--- config.mk ---
export PLATFORM = sky130hd
export DESIGN_NAME = mux_rr_scheduler
export DESIGN_NICKNAME = d
export VERILOG_FILES = /design/src/rtl/mux_rr_scheduler.sv
export SDC_FILE = /design/constraint.sdc
export NUM_CORES = 1
export LEC_CHECK = 0
export ABC_CLOCK_PERIOD_IN_PS = 3500
export CAP_MARGIN = 20
export CELL_PAD_IN_SITES_DETAIL_PLACEMENT = 1
export CELL_PAD_IN_SITES_GLOBAL_PLACEMENT = 2
export CORE_ASPECT_RATIO = 1.2
export CORE_MARGIN = 10
export CORE_UTILIZATION = 32
export DETAILED_ROUTE_END_ITERATION = 8
export PLACE_DENSITY = 0.76
export SLEW_MARGIN = 20
export SYNTH_ARGS = -nofsm -noshare
export SYNTH_HDL_FRONTEND = slang
export SYNTH_SLANG_ARGS = --single-unit
--- constraint.sdc ---
create_clock -name clk -period 3.5 [get_ports clk]
set_clock_uncertainty 0.2 [all_clocks]
set_input_delay 0.875 -clock clk [delete_from_list [all_inputs] [get_ports clk]]
set_output_delay 0.875 -clock clk [all_outputs]
set_load 0.02 [all_outputs]
--- src/rtl/mux_rr_scheduler.sv ---
// mux_rr_scheduler: round-robin grant scheduler for an 8:1 data mux.
//
// Eight requesters compete for one mux. The winner holds the mux until it signals
// done, drops its request, or has used MAX_BURST consecutive cycles. The next
// winner is then chosen in the same edge, so there is no idle bubble. The search
// starts one past the last grantee, which means the last grantee is searched last.
//
// Ports:
//   clk   - clock; all state updates happen on the rising edge
//   rst_n - asynchronous active-low reset
//   req   - [7:0] request per mux input; bit i requests D(i)
//   done  - current grantee has finished; releases the grant at this edge
//   gnt   - [7:0] registered one-hot grant; all-zero when idle
//   sel   - [2:0] registered mux select (s2..s0); equals the index of gnt
//   valid - high while a grant is held; mux output Y belongs to the grantee
//
// Parameters:
//   MAX_BURST - maximum consecutive grant cycles per holder (1..8)
//
// Build option:
//   MUX_SCHED_PARK_EN - when defined, sel stays parked on the last grantee while
//                       idle; otherwise sel returns to 0 on entering idle.
module mux_rr_scheduler #(
    parameter int unsigned MAX_BURST = 4
) (
    input  logic       clk,
    input  logic       rst_n,
    input  logic [7:0] req,
    input  logic       done,
    output logic [7:0] gnt,
    output logic [2:0] sel,
    output logic       valid
);

    localparam logic [2:0] BURST_LAST = 3'(MAX_BURST - 1);

    typedef enum logic [0:0] {StIdle, StGrant} state_e;

    state_e     state_q, state_d;
    logic [7:0] gnt_q, gnt_d;
    logic [2:0] sel_q, sel_d;
    logic [2:0] ptr_q, ptr_d;
    logic [2:0] cnt_q, cnt_d;

    logic       release_now;
    logic [3:0] pick;
    logic [2:0] search_from;

    // Returns {found, index} of the first set bit of r, searching from last+1
    // upward with wrap, so index last is examined last.
    function automatic logic [3:0] rr_pick(input logic [7:0] r, input logic [2:0] last);
        logic [3:0] res;
        logic [2:0] idx;
        res = 4'b0000;
        for (int unsigned i = 0; i < 8; i++) begin
            idx = last + 3'(i) + 3'd1;
            if (!res[3] && r[idx]) begin
                res = {1'b1, idx};
            end
        end
        return res;
    endfunction

    assign release_now = done || !req[sel_q] || (cnt_q == BURST_LAST);

    // In idle search past the pointer; on release search past the grantee, which
    // becomes the new pointer in the same edge.
    assign search_from = (state_q == StGrant) ? sel_q : ptr_q;

    // A grantee that dropped its request already has a clear bit in req, so the
    // raw request vector serves as the masked one.
    assign pick = rr_pick(req, search_from);

    always_comb begin
        state_d = state_q;
        gnt_d   = gnt_q;
        sel_d   = sel_q;
        ptr_d   = ptr_q;
        cnt_d   = cnt_q;

        unique case (state_q)
            StIdle: begin
                // done is meaningless without a grantee and is ignored here
                if (pick[3]) begin
                    state_d = StGrant;
                    gnt_d   = 8'b1 << pick[2:0];
                    sel_d   = pick[2:0];
                    cnt_d   = 3'd0;
                end
            end
            StGrant: begin
                if (release_now) begin
                    ptr_d = sel_q;
                    if (pick[3]) begin
                        gnt_d = 8'b1 << pick[2:0];
                        sel_d = pick[2:0];
                        cnt_d = 3'd0;
                    end else begin
                        state_d = StIdle;
                        gnt_d   = 8'h00;
                        cnt_d   = 3'd0;
`ifdef MUX_SCHED_PARK_EN
                        sel_d   = sel_q;
`else
                        sel_d   = 3'd0;
`endif
                    end
                end else begin
                    cnt_d = cnt_q + 3'd1;
                end
            end
            default: begin
                state_d = StIdle;
                gnt_d   = 8'h00;
                sel_d   = 3'd0;
                cnt_d   = 3'd0;
            end
        endcase
    end

    always_ff @(posedge clk or negedge rst_n) begin
        if (!rst_n) begin
            state_q <= StIdle;
            gnt_q   <= 8'h00;
            sel_q   <= 3'd0;
            ptr_q   <= 3'd7;
            cnt_q   <= 3'd0;
        end else begin
            state_q <= state_d;
            gnt_q   <= gnt_d;
            sel_q   <= sel_d;
            ptr_q   <= ptr_d;
            cnt_q   <= cnt_d;
        end
    end

    assign gnt   = gnt_q;
    assign sel   = sel_q;
    assign valid = (state_q == StGrant);

endmodule

==> Word level (Yosys, flattened, before mapping) <==
Index checks and enable logic that the tools add are counted.
{ "word_totals": {"in_bits": 11, "register_bits": 18, "out_inout_bits": 12, "wordCells": 94} }
{ "op_classes": {"shifts": 1, "magnitude_cmp": 9, "mux": 41, "n_bitwise": 1, "reduce_logical": 19, "n_addsub": 15, "eq_ne": 3} }
{ "op_table": {"columns": ["cell", "n"], "rows": [
  ["< comparator 3 x 4 -> 1 bit (second input constant)", 9],
  ["2-to-1 mux 4 bit", 8],
  ["adder 3 x 1 -> 3 bit (second input constant)", 9],
  ["binary-select mux 1 bit (select 3 bit)", 9],
  ["2-to-1 mux 8 bit", 3],
  ["2-to-1 mux 3 bit", 6],
  ["case mux 8 bit (2 select lines)", 1],
  ["adder 3 bit (second input constant)", 4],
  ["case mux 3 bit (2 select lines)", 2],
  ["2-to-1 mux 1 bit", 11],
  ["logical NOT 1 bit", 8],
  ["left shift 1 x 3 -> 8 bit (first input constant)", 1],
  ["logical AND 1 bit", 7],
  ["adder 3 x 2 -> 3 bit (second input constant)", 2],
  ["AND reduction 2 bit", 2],
  ["== test 3 x 2 -> 1 bit (second input constant)", 1],
  ["logical OR 1 bit", 2],
  ["inequality test 2 x 1 -> 1 bit (second input constant)", 1],
  ["inequality test 2 bit (second input constant)", 1],
  ["case mux 1 bit (2 select lines)", 1],
  ["inverter 1 bit", 1]
]} }

==> Depth between registers and ports, before layout <==
{ "depth": {"word_depth": 30, "mapped_depth": 14, "mapped_depth_nobuf": 12} }

==> Worst setup path after synthesis <==
No wires, ideal clock.
{ "synth_timing": {"path_type": "register -> register", "startpoint": "register state_q (netlist: valid)", "endpoint": "register gnt_q[1] (netlist: gnt[1])", "synth_period_minus_slack_ns": 3.890, "required_ns": 3.178, "setup_ns": 0.122, "setup_slack_ns": -0.390, "arrival_time_ns": 3.568, "stages_incl_launch_ff": 14, "path_buffers": 1, "path_cell_list": "dfrtp_1 buf_4 mux2i_2 inv_2 ha_1 xnor2_1 xnor2_1 mux2i_1 mux2_2 nor4_4 a221o_1 a21o_1 nor2b_1 a32o_1"} }
{ "synth_via": {"elab_chain_len": 30, "elab_cells_between_ends": 62, "classes_between": "add/sub: 14; eq/ne: 2; shift: 1; mux: 29; bitwise: 1; reduce/logical: 15"} }
{ "synth_rtl": {"columns": ["element", "line", "text"], "rows": [
  ["start: declaration", "39", "state_e state_q, state_d;"],
  ["start signal: assignment", "123", "state_q <= StIdle;"],
  ["start signal: assignment", "129", "state_q <= state_d;"],
  ["branches (longest 30 deep; another with adder 3 x 1 -> 3 bit)", null, null],
  ["end signal: assignment", "130", "gnt_q <= gnt_d;"],
  ["end: declaration", "40", "logic [7:0] gnt_q, gnt_d;"]
]} }
Parallel ways; which one is timed is not known. The select of a mux whose other input is x is not followed.
A chain may end at the register's enable or synchronous reset.

==> Worst setup path after layout <==
Same ends and word-level chain as after synthesis.

==> flow_metrics.tcl <==
set metrics [dict create \
    clkTransAtPathRegs_ns 0.07 \
    syn_area_sq_mm 0.00177 \
    synth_ff_type "dfrtp_1" \
    htreeDepth 1 \
    num_io_pins 23 \
    max_freq_ghz 0.293 \
    drc_errors 0 \
    syn_area_per_cell_sq_um 9.96 \
    fin_crit_sh 0.976 \
    ctsRootBufferMaster "clkbuf_8" \
    ys_seq_area_frac 0.256 \
    async_flop_share 1.00 \
    syn-num-nets 194 \
    grt_max_degree 19 \
    end_kind "register" \
    synth-seq-cells 18 \
    place_hpwl_um 5200 \
    diodes 0 \
    insertion_delay_ns 0.25 \
    path_common_cell "xnor2_2" \
    antenna_found_initial 0 \
    dpl_cell_area_sq_mm 0.00251 \
    firstDrtPassIters 4 \
    die_h_um 102 \
    fillers 594 \
    setup_viol 0 \
    cap_violations 0 \
    critPathLaunchType "register" \
    overflow 0 \
    numCtsBuffers 3 \
    whs_ns 0.306 \
    finish.instance_area_sq_mm 0.00288 \
    synthDistinctLibCells 42 \
    place.gp.congestion 0.919 \
    cts.sinks 18 \
    final_hold_viol_count 0 \
    period_minus_slack_ns 3.42 \
    cts_tree "built" \
    coreArea_sq_mm 0.00533 \
    synth_edf_count 0 \
    drv_slew 0 \
    crit_fanout 3 \
    portBuffers 22 \
    drive_gt1_frac 0.502 \
    track_usage 0.145 \
    fin_nets 286 \
    hp-class "reg2reg" \
    via_count 1845 \
    max_stage_delay_ns 0.42 \
    postSynthCellCount 178 \
    synth_warnings 0 \
    wl_per_cell_um 20.5 \
    critical_path_class "reg2reg" \
    start_util 0.332 \
    tightest_slew_ns 0.788 \
    cp_cell_sequence "buf_6 -> mux2i_4 -> inv_4 -> ha_4 -> xnor2_2 -> xnor2_2 -> buf_4 -> mux2i_2 -> mux2_4 -> nor4_4 -> a221o_1 -> a21o_1 -> nor2b_4 -> a32o_1" \
    drtIter0Drc 84 \
    worstPathRequired_ns 3.44 \
    dieArea_sq_mm 0.00893 \
    die_w_um 88.0 \
    arrival_ns 3.36 \
    cp_slowest_cell "dfrtp_2" \
    slew_headroom 0.473 \
    vias_per_cell 5.57 \
    final_util 0.540 \
    grt_pass1_vias 2007 \
    rows 29 \
    ant_nets 0 \
    cts.path.max_buffers 2 \
    status "finished, final reports clean" \
    postRouteWirelength_um 6770 \
    grt_first_pass_wirelength_um 10400 \
    synthToLayoutAreaGrowth_pct 62.3 \
]
==> cells in the mapped netlist, types with 2 or more instances <==
master / instances / area share
mux2_2: 8 / 0.051
a32o_1: 5 / 0.028
mux4_1: 3 / 0.044
nor2_1: 11 / 0.023
o22ai_1: 2 / 0.0071
a21oi_1: 7 / 0.020
a211oi_1: 3 / 0.013
nand3_2: 2 / 0.011
buf_4: 2 / 0.0085
xnor2_1: 4 / 0.020
mux2i_2: 5 / 0.039
o21ai_0: 11 / 0.031
inv_1: 4 / 0.0085
nand3_1: 4 / 0.011
mux2i_1: 12 / 0.068
dfstp_2: 3 / 0.044
a31oi_1: 3 / 0.011
ha_1: 5 / 0.035
nand2b_1: 2 / 0.0071
mux4_2: 8 / 0.10
a21o_1: 2 / 0.0085
o211ai_1: 2 / 0.0085
dfrtp_1: 15 / 0.21
inv_2: 2 / 0.0042
nand2_1: 33 / 0.070
o31ai_1: 2 / 0.0085
clkbuf_1: 3 / 0.0064
==> worst max-delay path, delay by kind of cell (launching register included) <==
family,cells,cell delay [ns]
buffers and inverters,3,0.36
AND/OR/NAND/NOR,2,0.21
multiplexers,3,0.85
AO/OA/AOI/OAI,3,0.79
adder cells (fa/ha/maj),1,0.17
flip-flops,1,0.42
XOR/XNOR,2,0.30
==> stage by stage <==
stage	worst slack, ns	TNS [ns]	std cells
after floorplan	0.0105	0	178
after global placement	-0.250	-2.66	310
after detailed placement	-0.293	-3.29	310
after CTS	-0.00579	-0.00579	315
after global routing	-0.0738	-0.393	331
final	0.0850	0	331
==> per-layer routing <==
metal | part of all wire | GRT usage | vias to the layer above
met2 | 0.55 | 0.274 | 35
met3 | 0.050 | 0.0345 | 10
met1 | 0.38 | 0.155 | 935
li1 | - | - | 865
met4 | 0.017 | 0.0356 | 0
met5 | 0 | 0 | -
==> placed cells by master, fill, tap and decap left out, drive strengths merged, types with 7 or more instances in the layout <==
cell type | Yosys | routed
a21oi | 7 | 7
buf | 3 | 71
clkdlybuf4s50 | 0 | 14
dfrtp | 15 | 15
dlymetal6s2s | 0 | 8
mux2 | 8 | 8
mux2i | 18 | 18
mux4 | 11 | 11
nand2 | 33 | 33
nor2 | 11 | 11
o21ai | 12 | 12
==> cell type report <==
class,instances,area (sq um),area share
Clock buffer,4,55.1,0.0191
Timing Repair Buffer,93,788,0.274
Tap cell,62,77.6,0.0270
Inverter,6,27.5,0.00957
Sequential cell,18,455,0.158
Multi-Input combinational cell,148,1470,0.512
==> state kept, by name (all words and copies together), names as in the netlist <==
| signal | count |
|---|---|
| sel | 3 |
| cnt_q | 3 |
| valid | 1 |
| ptr_q | 3 |
| gnt | 8 |
==> kinds of logic (layout without fill, tap and decap cells) <==
kind of cell,Yosys count,in the layout,share of synthesized area
XOR/XNOR,4,4,0.0198
AND/OR/NAND/NOR,56,56,0.150
adder cells (fa/ha/maj),5,5,0.0353
buffers and inverters,12,103,0.0339
AO/OA/AOI/OAI,46,46,0.188
multiplexers,37,37,0.316
flip-flops,18,18,0.256
==> repair_timing <==
action                     CTS  global route
gates resized for setup      7            34
pin swaps                    1            13
hold buffers                 0             0
setup endpoints to repair    9            12
gates cloned                 0             0
setup buffers                1            17
==> path summary, 6_finish.rpt <==
path,start,end,slack (ns),depth (start not counted)
max,valid$_DFF_PN0_,gnt[1]$_DFFE_PN0P_,0.08,14
min,gnt[4]$_DFFE_PN0P_,gnt[4]$_DFFE_PN0P_,0.31,1
max in group asynchronous,rst_n,valid$_DFF_PN0_,1.68,1
min in group asynchronous,rst_n,gnt[0]$_DFFE_PN0P_,0.88,1
min reg2reg,gnt[4]$_DFFE_PN0P_,gnt[4]$_DFFE_PN0P_,0.31,1
max reg2reg,valid$_DFF_PN0_,gnt[1]$_DFFE_PN0P_,0.08,14
Power is not shown: default switching activity piles up to over one toggle a cycle in this logic, so the estimate is an artifact.
